`config.mk`:
```
export PLATFORM = sky130hd
export DESIGN_NAME = mux2_arbiter
export DESIGN_NICKNAME = d
export VERILOG_FILES = /design/src/rtl/mux2_arbiter_pkg.sv /design/src/rtl/mux2x1_w.sv /design/src/rtl/mux2_arbiter.sv
export VERILOG_INCLUDE_DIRS = /design/src /design/src/rtl
export SDC_FILE = /design/constraint.sdc
export NUM_CORES = 1
export LEC_CHECK = 0
export ABC_AREA = 1
export BUFFER_PORTS_ARGS = -buffer_cell sky130_fd_sc_hd__buf_2
export CAP_MARGIN = 10
export CELL_PAD_IN_SITES_DETAIL_PLACEMENT = 1
export CELL_PAD_IN_SITES_GLOBAL_PLACEMENT = 2
export CORE_MARGIN = 1.5
export CORE_UTILIZATION = 14
export DETAILED_ROUTE_END_ITERATION = 16
export HOLD_SLACK_MARGIN = 0.15
export PLACE_DENSITY = 0.8
export SYNTH_ARGS = -nofsm -noshare
export SYNTH_HDL_FRONTEND = slang
export SYNTH_SLANG_ARGS = --single-unit
```
`constraint.sdc`:
```
create_clock -name clk -period 1.46 [get_ports clk]
set_input_delay 0.292 -clock clk [delete_from_list [all_inputs] [get_ports clk]]
set_output_delay 0.292 -clock clk [all_outputs]
set_load 0.01 [all_outputs]
```
`src/rtl/mux2_arb_defs.vh`:
```
// rtl/mux2_arb_defs.vh - state encodings shared by the arbiter and its bench
`ifndef MUX2_ARB_DEFS_VH
`define MUX2_ARB_DEFS_VH

`define MUX2_ARB_IDLE 2'd0
`define MUX2_ARB_GNT0 2'd1
`define MUX2_ARB_GNT1 2'd2

`endif

```
`src/rtl/mux2_arbiter_pkg.sv`:
```
// rtl/mux2_arbiter_pkg.sv - state type and helpers for the 2-requester burst arbiter
//
// Purpose: wraps the raw encodings from mux2_arb_defs.vh in a typed enum so
// the arbiter and anything observing it agree on the state values.
// Ports: none (package).
package mux2_arbiter_pkg;

`include "mux2_arb_defs.vh"

  typedef enum logic [1:0] {
    IDLE = `MUX2_ARB_IDLE,
    GNT0 = `MUX2_ARB_GNT0,
    GNT1 = `MUX2_ARB_GNT1
  } state_t;

  // Grant state that belongs to requester k.
  function automatic state_t gnt_state(input logic k);
    return k ? GNT1 : GNT0;
  endfunction

endpackage

```
`src/rtl/mux2x1_w.sv`:
```
// rtl/mux2x1_w.sv - WIDTH-wide 2:1 word multiplexer
//
// Purpose: purely combinational word select, y = s ? a1 : a0.
// Ports:
//   s  - select (0 = a0, 1 = a1)
//   a0 - word from requester 0
//   a1 - word from requester 1
//   y  - selected word
module mux2x1_w #(
  parameter int WIDTH = 8
) (
  input  logic             s,
  input  logic [WIDTH-1:0] a0,
  input  logic [WIDTH-1:0] a1,
  output logic [WIDTH-1:0] y
);

  assign y = s ? a1 : a0;

endmodule

```
`src/rtl/mux2_arbiter.sv`:
```
// rtl/mux2_arbiter.sv - two-requester burst arbiter onto one shared channel
//
// Purpose: grants the shared channel to one requester for a whole burst
// (until a transfer carrying last), alternating priority under contention.
// Data is passed through combinationally, never registered.
// Ports:
//   clk, rst                      - clock, synchronous active-high reset
//   a0_valid/a0_data/a0_last      - requester 0 offer
//   a0_ready                      - requester 0 word accepted this cycle
//   a1_valid/a1_data/a1_last      - requester 1 offer
//   a1_ready                      - requester 1 word accepted this cycle
//   y_valid/y_data/y_last         - shared output channel
//   y_ready                       - downstream accepts y_data this cycle
//   s                             - current mux select (held while idle)
//   busy                          - a grant is held
module mux2_arbiter
  import mux2_arbiter_pkg::*;
#(
  parameter int WIDTH = 8
) (
  input  logic             clk,
  input  logic             rst,
  input  logic             a0_valid,
  input  logic [WIDTH-1:0] a0_data,
  input  logic             a0_last,
  output logic             a0_ready,
  input  logic             a1_valid,
  input  logic [WIDTH-1:0] a1_data,
  input  logic             a1_last,
  output logic             a1_ready,
  output logic             y_valid,
  output logic [WIDTH-1:0] y_data,
  output logic             y_last,
  input  logic             y_ready,
  output logic             s,
  output logic             busy
);

  state_t state;
  logic   prio;
  logic   gnt0;
  logic   gnt1;
  logic   pick;
  logic   xfer_last;

  assign gnt0 = (state == GNT0);
  assign gnt1 = (state == GNT1);

  // With a single requester it wins outright; with both, prio decides.
  assign pick = (a0_valid && a1_valid) ? prio : a1_valid;

  assign busy     = gnt0 | gnt1;
  assign y_valid  = (gnt0 & a0_valid) | (gnt1 & a1_valid);
  // Gated by the grant so y_last reads 0 while idle.
  assign y_last   = (gnt0 & a0_last)  | (gnt1 & a1_last);
  assign a0_ready = gnt0 & y_ready;
  assign a1_ready = gnt1 & y_ready;

  assign xfer_last = y_valid & y_ready & y_last;

  mux2x1_w #(
    .WIDTH(WIDTH)
  ) u_mux (
    .s (s),
    .a0(a0_data),
    .a1(a1_data),
    .y (y_data)
  );

  // s is loaded on the way into a grant, so inside GNTk it already equals k
  // and the data path needs no decode of the state.
  always_ff @(posedge clk) begin
    if (rst) begin
      state <= IDLE;
      prio  <= 1'b0;
      s     <= 1'b0;
    end else begin
      case (state)
        IDLE: begin
          if (a0_valid || a1_valid) begin
            state <= gnt_state(pick);
            s     <= pick;
          end
        end
        GNT0, GNT1: begin
          // Only a completed last transfer releases the grant; in GNTk s == k,
          // so the other requester is ~s.
          if (xfer_last) begin
            state <= IDLE;
            prio  <= ~s;
          end
        end
        default: state <= IDLE;
      endcase
    end
  end

endmodule
```
==> results of run 1 <==
==> per-stage QoR <==
step	hold slack [ns]	instance area (µm²)	std cells	TNS [ns]
2_1_floorplan	0.354	395	69	0
3_3_place_gp	0.479	617	136	0
3_5_place_dp	0.480	617	136	0
4_1_cts	0.243	644	139	0
5_1_grt	0.254	662	140	-0.0280
6_report	0.247	662	140	0
==> state kept, by name, indices dropped and copies added, names as in the netlist <==
name and flops:
state 2, prio 1, s 1
==> how the worst max path moves through the flow <==
stage | slack (ns) | cells after the start | endpoint | startpoint
2_1_floorplan | 0.25 | 6 | prio | state[0]
3_3_place_gp | 0.22 | 4 | y_data[6] | s
3_5_place_dp | 0.19 | 4 | y_data[7] | s
4_1_cts | 0.01 | 3 | busy | state[0]
5_1_grt | -0.02 | 5 | y_last | state[0]
6_report | 0.05 | 3 | busy | state[0]
==> cell families (layout without fill, tap and decap cells) <==
group	Yosys count	in the layout	share of synthesized area, %
flip-flops	4	4	20.3
adder cells (fa/ha/maj)	3	3	9.49
buffers and inverters	9	49	8.86
AND/OR/NAND/NOR	47	47	51.9
AO/OA/AOI/OAI	6	6	9.49
==> routing by layer <==
layer	GRT usage [%]	vias to the layer above	wire, µm	part of all wire (%)
li1	-	294	-	-
met1	9.41	234	495	38
met2	15.8	28	656	51
met3	3.95	0	144	11
met4	2.04	0	0	0
met5	0	-	0	0
==> critical path, stage by stage, from the launching register on <==
cell,delay [ns]
dfxtp_2,0.33
inv_1,0.06
ha_1,0.34
buf_2,0.16
==> what timing repair did <==
item	CTS	global route
resized for setup	3	4
endpoints found under the setup margin	10	11
setup buffers	0	1
pin swaps	0	1
==> cells in the mapped netlist <==
library cell	n
ha_1	3
or2_1	1
nand4_1	1
dfxtp_1	4
nand2_2	3
a21oi_2	1
nor2_1	3
nand3_2	2
o21ai_1	1
buf_2	1
o21ai_2	1
nand2_1	35
a21oi_1	2
o21ai_0	1
nand3_1	1
and2_1	1
inv_1	8
==> power by group through the flow <==
stage | registers, W | logic [W] | clock network (W)
3_3_place_gp | 0.000168 | 0.000553 | 0
3_5_place_dp | 0.000171 | 0.000565 | 0
6_report | 0.000173 | 0.000574 | 0.000140
4_1_cts | 0.000174 | 0.000570 | 0.000148
5_1_grt | 0.000176 | 0.000658 | 0.000157
2_1_floorplan | 0.000161 | 0.000375 | 0
==> layout make-up <==
class / count / area, µm² / share of cell area, %
sequential: 4 / 86.3 / 13.0
multi-input combinational: 56 / 285 / 43.1
tap: 31 / 38.8 / 5.86
clock buffer: 3 / 22.5 / 3.40
timing repair buffer: 38 / 195 / 29.5
inverter: 8 / 33.8 / 5.10
==> results_dict.tcl, run 1 <==
set metrics [dict create \
    outcome "complete, no violations" \
    finalHoldViolCount 0 \
    ys_seq_area_share_pct 20.3 \
    drc_errors 0 \
    wl_per_cell_um 9.26 \
    grt_max_degree 9 \
    min_from "rst" \
    cp.arrival_ns 1.12 \
    drive_above_1_share_pct 49.5 \
    die-area_um2 3150 \
    dp_slack_ns 0.192 \
    synth_cells 69 \
    cp_max_fo 3 \
    core_um2 2710 \
    p_leak_nw 0.394 \
    via_count 556 \
    synth_seq_cells 4 \
    finalSetupViolations 0 \
    fin_crit_ns 1.41 \
    initial_utilization_pct 14.6 \
    worst_slew_pin_slew_ns 0.194 \
    clk_latency_ns 0.24 \
    io_pins 37 \
    combPwrFrac_pct 64.7 \
    rr_endpoint "state[1]" \
    numPortBuffers 36 \
    gp_congestion 0.716 \
    cts.sinks 4 \
    fmax_ghz 0.710 \
    cp.required_ns 1.17 \
    start_kind "flip-flop" \
    synth_area_leaders "nand2_1 33%, dfxtp_1 20%, ha_1 9.5%, inv_1 7.6%, nand3_2 5.1%" \
    vias_per_cell 3.97 \
    avgSynthCellArea_um2 5.73 \
    r2r_start "state[1]" \
    syn_nets 95 \
    clockBufferDepth 2 \
    rsz0062_at_grt "true" \
    grt_pass1_wl_um 2240 \
    switching_power_w 0.000411 \
    fin_ws_ns 0.0518 \
    n_fill_cell 371 \
    min_to "state[0]" \
    die_w_um 56.1 \
    cts_tree "done" \
    final_common_cell "buf_2" \
    row_count 19 \
    die_h_um 56.1 \
    grt_remaining_overflow 0 \
    fin_skew_ns 0.00410 \
    finalCoreUtilization_pct 24.4 \
    num-nets-final 137 \
    end_kind "primary output" \
    r2r_setup_slack_ns 0.25 \
    p_per_area_nw_per_um2 1340 \
    ant_nets 0 \
    min_path_cells 2 \
    drv_slew 0 \
    antenna_found_initial 0 \
    grt_use_total_pct 8.82 \
    p_clk_share_pct 15.8 \
    hold_class "input pin to flip-flop" \
    cts.clk_slew.worst_paths_ns 0.03 \
    drv_cap 0 \
    p_int_w 0.000477 \
    ys_warn_count 0 \
    hold_buffers 0 \
    reg2regPathDepth 9 \
    ctsHtreeMaxLevel 1 \
    final_cell_mix "36 x buf_2, 35 x nand2_1, 7 x inv_1" \
    slew_headroom_pct 87.0 \
    numCtsBuffers 3 \
    yosys.cell_types.count 17 \
    drt_iter0_drc 7 \
    period_share_pct 96.5 \
    mappedNetlistArea_um2 395 \
    syn2layout_area_growth_pct 67.4 \
    diodes 0 \
    cts_root_buffer "clkbuf_4" \
    dpl.hpwl_um 1120 \
    seqPwrFrac_pct 19.5 \
    yosysTopAreaCell "nand2_1" \
    power.total_w 0.000887 \
    netlist.area_leader.share_pct 33.2 \
    switching_share_pct 46.3 \
    worstSetupPathType "flip-flop to primary output" \
    dr.pass1.iters 3 \
    grt_pass1_vias 545 \
    routed_wl_um 1300 \
    ir_worst_vdd_mv 0.687 \
]
No activity file was read; power rests on OpenSTA's default activity.
==> run 2: changes to the inputs <==
Settings changed: BUFFER_PORTS_ARGS -buffer_cell sky130_fd_sc_hd__buf_2 to -buffer_cell sky130_fd_sc_hd__buf_4.
Clock period 1.46 ns to 1.33 ns, I/O delays scaled along.
==> run 2 against run 1 <==
Effect of this change: combinational power up 65%; sequential share of layout area down 2.6 points; critical path depth increased by 2; via count up 4.3%; total power up 49%; clock power grew 11%; count of clock-buffer cells in the layout unchanged; sequential power rose by 29%; flip-flop and latch count did not move; non-clock buffer count is 2 higher; largest cell class unchanged; largest power group unchanged.
==> results_dict.tcl, run 2 (same netlist as run 1, synthesis figures left out) <==
set metrics [dict create \
    n_fill_cell 343 \
    top_regs "state: 2 flops, prio: 1 flops, s: 1 flops" \
    grt_use_total_pct 10.4 \
    io_pins 37 \
    ctsHtreeMaxLevel 1 \
    finalSetupViolations 0 \
    design_area_um2 838 \
    die-area_um2 3150 \
    cp_max_fo 3 \
    cts_root_buffer "clkbuf_4" \
    diodes 0 \
    drv_slew 0 \
    grt_pass1_wl_um 2640 \
    gp_congestion 0.787 \
    vias_per_cell 4.08 \
    ir_worst_vdd_mv 0.698 \
    grt_pass1_vias 587 \
    clk_latency_ns 0.24 \
    finalHoldViolCount 0 \
    dp_slack_ns 0.0801 \
    hold_class "input pin to flip-flop" \
    clockBufferDepth 2 \
    grt_max_degree 12 \
    cts.clk_slew.worst_paths_ns 0.04 \
    start_kind "flip-flop" \
    seq_area_um2 87.6 \
    outcome "complete, no violations" \
    worstSetupPathType "flip-flop to primary output" \
    cp.required_ns 1.06 \
    drive_above_1_share_pct 56.8 \
    dpl.hpwl_um 1170 \
    fin_ws_ns 0.00183 \
    numPortBuffers 36 \
    largest_register "state" \
    cts.sinks 4 \
    period_share_pct 99.9 \
    row_count 19 \
    final_cell_mix "35 x buf_4, 30 x nand2_1, 7 x nand2_2, 5 x inv_1, 5 x buf_6" \
    drv_cap 0 \
    core_um2 2710 \
    dr.pass1.iters 2 \
    initial_utilization_pct 14.6 \
    routed_wl_um 1520 \
    fin_skew_ns 0.00415 \
    antenna_found_initial 0 \
    slew_headroom_pct 87.4 \
    die_w_um 56.1 \
    drt_iter0_drc 15 \
    end_kind "primary output" \
    syn2layout_area_growth_pct 112 \
    hold_buffers 0 \
    fin_crit_ns 1.33 \
    cp.arrival_ns 1.06 \
    worst_slew_pin_slew_ns 0.189 \
    via_count 580 \
    placed_area_um2 707 \
    ant_nets 0 \
    die_h_um 56.1 \
    drc_errors 0 \
    multi_input_comb_area_um2 335 \
    numCtsBuffers 3 \
    final_common_cell "buf_4" \
    grt_remaining_overflow 0 \
    largest_reg_flops 2 \
    cts_tree "done" \
    rsz0062_at_grt "true" \
    wl_per_cell_um 10.7 \
    fmax_ghz 0.753 \
    p_leak_nw 0.446 \
    num-nets-final 139 \
    p_per_area_nw_per_um2 1580 \
]
## run 2: per-layer routing
layer	track usage (%)	routed length, µm	vias up
met5	0	0	-
met4	2.72	9	0
met3	5.12	164	2
met2	16.3	733	31
met1	12.7	614	252
li1	-	-	295
## run 2: worst paths after layout
path,from,endpoint,slack [ns],depth (start not counted)
worst max-delay path,state[0],y_valid,0.002,5
worst min-delay path,rst,state[0],0.20,2
worst max register to register,state[0],prio,0.04,9
worst min register to register,state[0],state[0],0.51,2
## run 2: layout make-up
class | count | area share, %
Tap cell | 31 | 4.63
Timing Repair Buffer | 40 | 38.1
Inverter | 8 | 4.18
Multi-Input combinational cell | 56 | 40.0
Sequential cell | 4 | 10.4
Clock buffer | 3 | 2.69
## run 2: repair_timing
action	4_1_cts	5_1_grt
setup buffers	2	1
pin swaps	4	4
setup endpoints to repair	5	16
resized for setup	19	6
## run 2: critical path: stages (launching register included)
cell and delay (ns):
dfxtp_4 0.37, inv_4 0.05, ha_4 0.17, nand2_2 0.06
nand2_2 0.06, buf_6 0.11
## run 2: where the power goes
group	switching [W]	internal (W)	leakage, nW
combinational	0.000452	0.000492	0.398
clock	0.0000535	0.000101	0.0138
sequential	0.0000545	0.000170	0.0341
## run 2: per-stage QoR
| stage | hold slack, ns | TNS, ns | util [%] | total power (W) | std cells |
|---|---|---|---|---|---|
| 5_1_grt | 0.185 | -0.302 | 30.9 | 0.00146 | 142 |
| 3_5_place_dp | 0.450 | 0 | 26.1 | 0.000885 | 136 |
| 6_report | 0.197 | 0 | 30.9 | 0.00132 | 142 |
| 4_1_cts | 0.193 | 0 | 30.0 | 0.00125 | 141 |
| 2_1_floorplan | 0.328 | 0 | - | 0.000588 | 69 |
| 3_3_place_gp | 0.447 | 0 | 26.1 | 0.000875 | 136 |
